`src/rtl/peripheral_spram_arbiter.sv`:
```
// -----------------------------------------------------------------------------
// PeripheralSpramArbiter
//
// Purpose:
//   Two-requester arbiter in front of a single-port SRAM. It accepts at most
//   one access per cycle. Grants are combinational, so a request is accepted
//   in the same cycle it is presented. When both requesters ask at once, the
//   one that was not granted most recently wins. A requester can lock the
//   memory for a sequence of accesses. While the lock is held, only the lock
//   owner can be granted. The read response returns one cycle after the
//   grant and goes only to the requester that issued the read.
//
// Ports:
//   clk_i, rst_ni          clock (rising edge) and asynchronous active-low reset
//   mN_req_i   (N=0,1)     access request
//   mN_we_i                1 = write, 0 = read
//   mN_lock_i              keep the grant for this requester's next access
//   mN_addr_i              access address
//   mN_be_i                write byte enables
//   mN_data_i              write data
//   mN_gnt_o               access accepted this cycle
//   mN_rvalid_o            read data valid (one cycle after a read grant)
//   mN_rdata_o             read data (mirrors mem_data_i, qualified by rvalid)
//   mem_req_o, mem_we_o    SRAM request and write enable
//   mem_addr_o             SRAM address
//   mem_be_o               SRAM byte enables
//   mem_data_o             SRAM write data
//   mem_data_i             SRAM read data, valid the cycle after a read request
// -----------------------------------------------------------------------------
module peripheral_spram_arbiter #(
   parameter int AXI_ADDR_WIDTH = 64,
   parameter int AXI_DATA_WIDTH = 64
) (
   input  logic                        clk_i,
   input  logic                        rst_ni,

   input  logic                        m0_req_i,
   input  logic                        m0_we_i,
   input  logic                        m0_lock_i,
   input  logic [AXI_ADDR_WIDTH-1:0]   m0_addr_i,
   input  logic [AXI_DATA_WIDTH/8-1:0] m0_be_i,
   input  logic [AXI_DATA_WIDTH-1:0]   m0_data_i,
   output logic                        m0_gnt_o,
   output logic                        m0_rvalid_o,
   output logic [AXI_DATA_WIDTH-1:0]   m0_rdata_o,

   input  logic                        m1_req_i,
   input  logic                        m1_we_i,
   input  logic                        m1_lock_i,
   input  logic [AXI_ADDR_WIDTH-1:0]   m1_addr_i,
   input  logic [AXI_DATA_WIDTH/8-1:0] m1_be_i,
   input  logic [AXI_DATA_WIDTH-1:0]   m1_data_i,
   output logic                        m1_gnt_o,
   output logic                        m1_rvalid_o,
   output logic [AXI_DATA_WIDTH-1:0]   m1_rdata_o,

   output logic                        mem_req_o,
   output logic                        mem_we_o,
   output logic [AXI_ADDR_WIDTH-1:0]   mem_addr_o,
   output logic [AXI_DATA_WIDTH/8-1:0] mem_be_o,
   output logic [AXI_DATA_WIDTH-1:0]   mem_data_o,
   input  logic [AXI_DATA_WIDTH-1:0]   mem_data_i
);

   // Lock ownership. LOCK_NONE means normal alternating arbitration.
   typedef enum logic [1:0] {
      LOCK_NONE = 2'd0,
      LOCK_M0   = 2'd1,
      LOCK_M1   = 2'd2
   } lock_state_e;

   lock_state_e lock_state;
   lock_state_e lock_next;

   // Index of the requester granted most recently (0 or 1).
   logic last_q;

   logic rvalid0_q;
   logic rvalid1_q;

   logic gnt0;
   logic gnt1;

   // State register for the lock FSM. Reset leaves the memory unlocked.
   always_ff @(posedge clk_i or negedge rst_ni) begin
      if (!rst_ni) begin
         lock_state <= LOCK_NONE;
      end else begin
         lock_state <= lock_next;
      end
   end

   // Lock next-state logic.
   // A granted access decides the lock on its own. With lock=1, the granted
   // requester becomes (or stays) the owner. With lock=0, the memory is
   // unlocked afterwards. This covers two cases: the owner releasing the lock
   // on its final access, and an ordinary unlocked access.
   // With no grant, the lock is unchanged.
   always_comb begin
      lock_next = lock_state;
      if (gnt0) begin
         lock_next = m0_lock_i ? LOCK_M0 : LOCK_NONE;
      end else if (gnt1) begin
         lock_next = m1_lock_i ? LOCK_M1 : LOCK_NONE;
      end
   end

   // Grant logic (FSM output process).
   // When locked, only the owner can be granted, and an idle owner leaves the
   // memory unused. When unlocked and both requesters are active, the one not
   // granted last time wins. Both grants are forced low while reset is
   // asserted, because they are combinational and would otherwise follow the
   // requests during reset.
   always_comb begin
      gnt0 = 1'b0;
      gnt1 = 1'b0;
      unique case (lock_state)
         LOCK_M0: begin
            gnt0 = m0_req_i;
         end
         LOCK_M1: begin
            gnt1 = m1_req_i;
         end
         default: begin
            if (m0_req_i && m1_req_i) begin
               gnt0 = last_q;
               gnt1 = ~last_q;
            end else begin
               gnt0 = m0_req_i;
               gnt1 = m1_req_i;
            end
         end
      endcase
      if (!rst_ni) begin
         gnt0 = 1'b0;
         gnt1 = 1'b0;
      end
   end

   assign m0_gnt_o = gnt0;
   assign m1_gnt_o = gnt1;

   // Record the winner of every grant. Resetting to 1 lets m0 win the first
   // contention after reset.
   always_ff @(posedge clk_i or negedge rst_ni) begin
      if (!rst_ni) begin
         last_q <= 1'b1;
      end else if (gnt0) begin
         last_q <= 1'b0;
      end else if (gnt1) begin
         last_q <= 1'b1;
      end
   end

   // Remember which requester issued a read, so the SRAM response one cycle
   // later goes to it alone. Reset clears these flags, which cancels any
   // read response still pending.
   always_ff @(posedge clk_i or negedge rst_ni) begin
      if (!rst_ni) begin
         rvalid0_q <= 1'b0;
         rvalid1_q <= 1'b0;
      end else begin
         rvalid0_q <= gnt0 & ~m0_we_i;
         rvalid1_q <= gnt1 & ~m1_we_i;
      end
   end

   assign m0_rvalid_o = rvalid0_q;
   assign m1_rvalid_o = rvalid1_q;

   // The SRAM read bus goes to both requesters. The rvalid flags decide who
   // actually uses it.
   assign m0_rdata_o = mem_data_i;
   assign m1_rdata_o = mem_data_i;

   // SRAM command mux. The granted requester's fields pass through
   // unmodified. With no grant, every field is driven to zero.
   always_comb begin
      mem_req_o  = 1'b0;
      mem_we_o   = 1'b0;
      mem_addr_o = '0;
      mem_be_o   = '0;
      mem_data_o = '0;
      if (gnt0) begin
         mem_req_o  = 1'b1;
         mem_we_o   = m0_we_i;
         mem_addr_o = m0_addr_i;
         mem_be_o   = m0_be_i;
         mem_data_o = m0_data_i;
      end else if (gnt1) begin
         mem_req_o  = 1'b1;
         mem_we_o   = m1_we_i;
         mem_addr_o = m1_addr_i;
         mem_be_o   = m1_be_i;
         mem_data_o = m1_data_i;
      end
   end

endmodule

```
`config.mk`:
```
export PLATFORM = sky130hd
export DESIGN_NAME = peripheral_spram_arbiter
export DESIGN_NICKNAME = d
export VERILOG_FILES = /design/src/rtl/peripheral_spram_arbiter.sv
export SDC_FILE = /design/constraint.sdc
export NUM_CORES = 1
export LEC_CHECK = 0
export CAP_MARGIN = 10
export CORE_AREA = 2 2 236 238
export CTS_CLUSTER_DIAMETER = 120
export DETAILED_ROUTE_END_ITERATION = 12
export DIE_AREA = 0 0 238 240
export MAX_ROUTING_LAYER = met4
export PLACE_DENSITY_LB_ADDON = 0.1
export SYNTH_ARGS = -nofsm -noshare
export SYNTH_HDL_FRONTEND = slang
export SYNTH_SLANG_ARGS = --single-unit
```
`constraint.sdc`:
```
create_clock -name clk_i -period 2.09 [get_ports clk_i]
set_input_delay 0.5225 -clock clk_i [delete_from_list [all_inputs] [get_ports clk_i]]
set_output_delay 0.5225 -clock clk_i [all_outputs]
set_load 0.005 [all_outputs]
```
==> summary.txt, run 1 <==
Logic synthesis
  • Synthesized instance count: 323
  • Ys Warns: 0
  • Syn_area_per_cell: 8.24 sq um
  • Mapped Nets: 669
  • Seq/Total Area, Yosys: 0.0475
  • Yosys reg bits: 5
  • Synth Cell Area: 0.00266 sq mm
  • Yosys cell types: 23

Die
  • DIE HEIGHT: 240 microns
  • Floorplan die width: 238 microns
  • Starting density of the core: 0.0487
  • Num rows: 86
  • I/O pins: 614

GRT
  • Total Routing Usage GR: 0.0730
  • Largest net degree at the start of global routing: 25
  • Vias in the first global route: 4156
  • Total global routing overflow: 0
  • Initial antenna violation count: 0
  • First-pass GRT wire length: 29.7 mm

Clock network
  • TritonCTS Sinks: 5
  • Max Buffers Root-to-Sink: 2
  • H-tree levels: 1
  • Inserted Clock Buffers: 3
  • Root buf cell: clkbuf_16

Place
  • Port bufs: 421
  • Place WS: -1.13 ns
  • HPWL after DPL: 18.6 mm
  • GPL Wtd Cong: 0.686

Timing
  • WEP type: output port
  • Worst endpoint, post-GRT repair: mem_addr_o[4]

Outcome
  • Halt Stage: detailed routing (5_2_route)
  • Tool Error: [ERROR DRT-0255] Maze Route cannot find path of net mem_data_i[59] in worker of routeBox ( 193200 0 ) ( 238000 48300 ).
  • Status: did not finish
[stage by stage]
step,cell area (sq um),cells,utilization,setup TNS [ns]
global placement,7080,1334,0.130,-143.18
CTS,7290,1354,0.133,-112.94
floorplan,2710,323,-,-5.50
detailed placement,7080,1334,0.130,-141.22
global route,7670,1409,0.140,-103.30
[cells by family after synthesis]
| family | count (synthesis) | share of synthesized area |
|---|---|---|
| AO/OA/AOI/OAI | 144 | 0.473 |
| flip-flops | 5 | 0.0475 |
| buffers and inverters | 161 | 0.447 |
| AND/OR/NAND/NOR | 11 | 0.0230 |
| adder cells (fa/ha/maj) | 2 | 0.00941 |
[per-layer routing]
layer / track usage
met5: -
met4: 0.0218
met3: 0.0210
met2: 0.147
met1: 0.0651
[cell usage after synthesis]
library cell	count	area [sq um]
a21oi_1	1	5.00
a211oi_2	1	12.5
ha_1	2	25.0
and2_1	1	6.26
buf_2	9	45.0
o21ai_0	1	5.00
nor2b_1	1	6.26
a22o_1	137	1200
nor2_1	3	11.3
nand3_1	1	5.00
nor3_1	1	5.00
dfstp_2	1	26.3
inv_1	2	7.51
o31ai_1	1	7.51
nand3b_1	2	15.0
o211ai_1	1	7.51
and3_1	1	6.26
or2_2	1	6.26
buf_6	8	90.1
dfrtp_1	4	100
clkbuf_1	5	18.8
o211a_1	2	20.0
buf_4	137	1030
[repair_timing]
item	CTS	global route
gates resized for setup	255	299
cloned	6	12
endpoints found under the setup margin	140	141
hold buffers	0	0
setup buffers	10	49
pin swaps	11	51
==> inputs of run 2 (changes only) <==
--- a/config.mk
+++ b/config.mk
@@ -7,11 +7,9 @@
 export LEC_CHECK = 0
 export CAP_MARGIN = 10
 export CORE_AREA = 2 2 236 238
-export CTS_CLUSTER_DIAMETER = 120
 export DETAILED_ROUTE_END_ITERATION = 12
 export DIE_AREA = 0 0 238 240
-export MAX_ROUTING_LAYER = met4
-export PLACE_DENSITY_LB_ADDON = 0.1
+export PLACE_DENSITY_LB_ADDON = 0.15
 export SYNTH_ARGS = -nofsm -noshare
 export SYNTH_HDL_FRONTEND = slang
 export SYNTH_SLANG_ARGS = --single-unit
==> constraint.sdc (replaced) <==
create_clock -name clk_i -period 2.7 [get_ports clk_i]
set_input_delay 0.675 -clock clk_i [delete_from_list [all_inputs] [get_ports clk_i]]
set_output_delay 0.675 -clock clk_i [all_outputs]
set_load 0.005 [all_outputs]
==> summary.txt, run 2 <==
Outcome
  • Status: finished with violations (was did not finish)
  • Failing checks: setup timing

Power and ir drop
  • Part of the power in combinational logic: 0.930
  • PD cells: 649 mW/mm^2
  • NetSw: 1.88 mW
  • Sequential group share of total power: 0.024
  • Max VDD drop: 0.000275 V
  • Sw Share: 0.358
  • Clk pwr share: 0.046
  • P_leak: 3.49 nW
  • Int Pwr: 3.38 mW

Routing
  • Avg WL per Cell: 17.7 microns
  • Antenna-violating nets left: 0
  • Vias: 4192
  • DRT Wirelength: 25.3 mm
  • Via-per-instance ratio: 2.94
  • Drt pass-1 iters: 4
  • Post-route DRC violation count: 0
  • Number of DRC markers in iteration 0: 99

GRT
  • Total Routing Usage GR: 0.0811 (was 0.0730)
  • Largest net degree at the start of global routing: 12 (was 25)
  • Total global routing overflow: 0 (unchanged)
  • Initial antenna violation count: 1 (was 0)
  • Vias in the first global route: 4547 (was 4156)
  • First-pass GRT wire length: 32.9 mm (was 29.7 mm)

Timing
  • Final hold vios: 0
  • Final WS setup: -0.381 ns
  • RSZ-0062 raised after global routing: yes
  • F_max: 0.325 GHz
  • Slew @ Worst Pin: 0.242 ns
  • Max-slew violations: 0
  • Post-route clock period utilization: 1.14
  • Minimum clock period: 3.08 ns
  • Clk_skew: 0.00379 ns
  • Slew HR: 0.838
  • Final setup fails: 139
  • WHS: 0.402 ns

Worst hold path
  • Hold Crit Class: input port to asynchronous set/reset pin

Critical path
  • Element type at the critical path start: flip-flop
  • Critical path depth in cells: 11
  • Critical path data required time: 2.03 ns
  • R2R cell count: 9
  • CP delay by family, top: buffers and inverters
  • CP max-delay cell: dfrtp_1
  • Crit path DAT: 2.41 ns
  • Crit-path most repeated cell: buf_12
  • CP endpoint kind: primary output
  • Bufs and invs on worst path: 7
  • CP Max Fanout: 7
  • Kind of critical path: flip-flop to primary output
  • Crit path largest cell delay: 0.40 ns
  • Cells along the critical path: ha_4 -> nand3b_1 -> buf_4 -> buf_6 -> and2_4 -> buf_12 -> buf_8 -> buf_16 -> buf_12 -> a22o_1 -> buf_2

Die
  • Total core area: 0.0547 sq mm
  • Floorplan die width: 238 microns (unchanged)
  • Starting density of the core: 0.0487 (unchanged)
  • DIE AREA: 0.0571 sq mm
  • Num rows: 86 (unchanged)
  • DIE HEIGHT: 240 microns (unchanged)
  • I/O pins: 614 (unchanged)

Clock network
  • TritonCTS Sinks: 5 (unchanged)
  • Inserted Clock Buffers: 3 (unchanged)
  • Clk Latency, worst-skew pair: 0.23 ns
  • H-tree levels: 1 (unchanged)
  • CTS hold repair buffers: 0 (unchanged)
  • Max Buffers Root-to-Sink: 2 (unchanged)
  • CTS tree: done
  • Clock slew at reported path FFs: 0.04 ns
  • Root buf cell: clkbuf_16 (unchanged)

Cells and area
  • P&R area growth vs syn: 205%
  • Core Util, Final: 0.148
  • Leading cell types in the layout, fill and taps excluded: clkdlybuf4s50_1, a22o_1, buf_2
  • Commonest non-fill, non-tap cell in the layout: clkdlybuf4s50_1
  • Antenna cells: 0
  • Most flops, register: lock_state
  • Largest register FFs: 2
  • Layout cell share with drive strength beyond 1: 0.404
  • Nets: 1068

Logic synthesis
  • Synth cell count leaders: a22o_1, buf_4, buf_2, buf_6, clkbuf_1 (unchanged)
  • Syn_area_per_cell: 8.24 sq um (unchanged)
  • Synthesized instance count: 323 (unchanged)
  • Async S/R FF share, synth: 1.00 (unchanged)
  • Top FF cell, synth: dfrtp_1 (unchanged)
  • Seq/Total Area, Yosys: 0.0475 (unchanged)
  • Yosys reg bits: 5 (unchanged)
  • Area fraction of the dominant cell type after synthesis: 0.451 (unchanged)
  • Synth area leader: a22o_1 (unchanged)
  • Synth Cell Area: 0.00266 sq mm (unchanged)
  • Ys Warns: 0 (unchanged)
  • Top post-synthesis cells by area: a22o_1, buf_4, dfrtp_1 (unchanged)
  • EDFF count, synth: 0 (unchanged)
  • Mapped Nets: 669 (unchanged)
  • Yosys cell types: 23 (unchanged)

Place
  • Port bufs: 421 (unchanged)
  • GPL Wtd Cong: 0.711 (was 0.686)
  • HPWL after DPL: 17.6 mm (was 18.6 mm)

Flow run
  • Maxcap violations: 0
## run 2: stage by stage
stage	cell area, sq um	setup slack (ns)	power (mW)	cells	setup TNS [ns]
floorplan	2660	0.289	1.54	323	0
global placement	7020	-0.969	3.83	1335	-114.31
detailed placement	7020	-0.975	3.75	1335	-113.85
CTS	8150	-0.449	5.45	1425	-43.28
global route	8110	-0.457	5.64	1425	-47.76
finish	8110	-0.381	5.27	1425	-36.81
## run 2: final timing paths
kind / startpoint / end / slack, ns
min in group clk_i: lock_state[1]$_DFFE_PN0P_ / lock_state[1]$_DFFE_PN0P_ / 0.61
max in group asynchronous: rst_ni / last_q$_DFFE_PN1P_ / 2.10
worst max-delay path: lock_state[1]$_DFFE_PN0P_ / mem_data_o[63] / -0.38
worst max register to register: lock_state[1]$_DFFE_PN0P_ / lock_state[0]$_DFFE_PN0P_ / 0.69
worst min-delay path: rst_ni / m1_rvalid_o$_DFF_PN0_ / 0.40
worst min register to register: lock_state[1]$_DFFE_PN0P_ / lock_state[1]$_DFFE_PN0P_ / 0.61
## run 2: worst register-to-register path: stages (launching register included)
cell and delay, ns:
dfrtp_1 0.40, ha_4 0.31, nand3b_1 0.15, buf_4 0.18
buf_6 0.10, and2_4 0.16, buf_16 0.14, buf_6 0.11
buf_4 0.13, o31ai_1 0.21
## run 2: what timing repair did
item / 4_1_cts / 5_1_grt
pin swaps: 65 / 66
cloned: 19 / 1
resized for setup: 659 / 48
buffers inserted: 68 / 21
hold endpoints to repair: 0 / 0
setup endpoints to repair: 140 / 139
## run 2: cell type report
type	instances	area, sq um
clock buffers	4	78.8
repair buffers	553	5580
inverters	2	7.51
fillers	6206	46500
well taps	704	881
multi-input cells	157	1440
flip-flops and latches	5	126
## run 2: power by group through the flow
stage                     sequential [mW]  combinational, mW  clock (mW)
after floorplan                     0.121               1.42           0
after global placement              0.123               3.70           0
after detailed placement            0.123               3.63           0
after CTS                           0.127               5.07       0.248
after global routing                0.128               5.26       0.254
final                               0.125               4.90       0.245
## run 2: logic make-up after synthesis
group | share of synthesized area
AOI/OAI and AO/OA | 0.473
adders and majority gates | 0.00941
buffers and inverters | 0.447
DFF | 0.0475
and+or+nand+nor | 0.0230
## run 2: layer usage
| layer | global-route usage | vias up | wire [microns] |
|---|---|---|---|
| met2 | 0.174 | 327 | 14200 |
| met3 | 0.0241 | 69 | 2590 |
| li1 | - | 1911 | - |
| met1 | 0.0667 | 1885 | 7370 |
| met5 | 0 | - | 0 |
| met4 | 0.0337 | 0 | 1060 |
(Power assumes the default switching activity.)
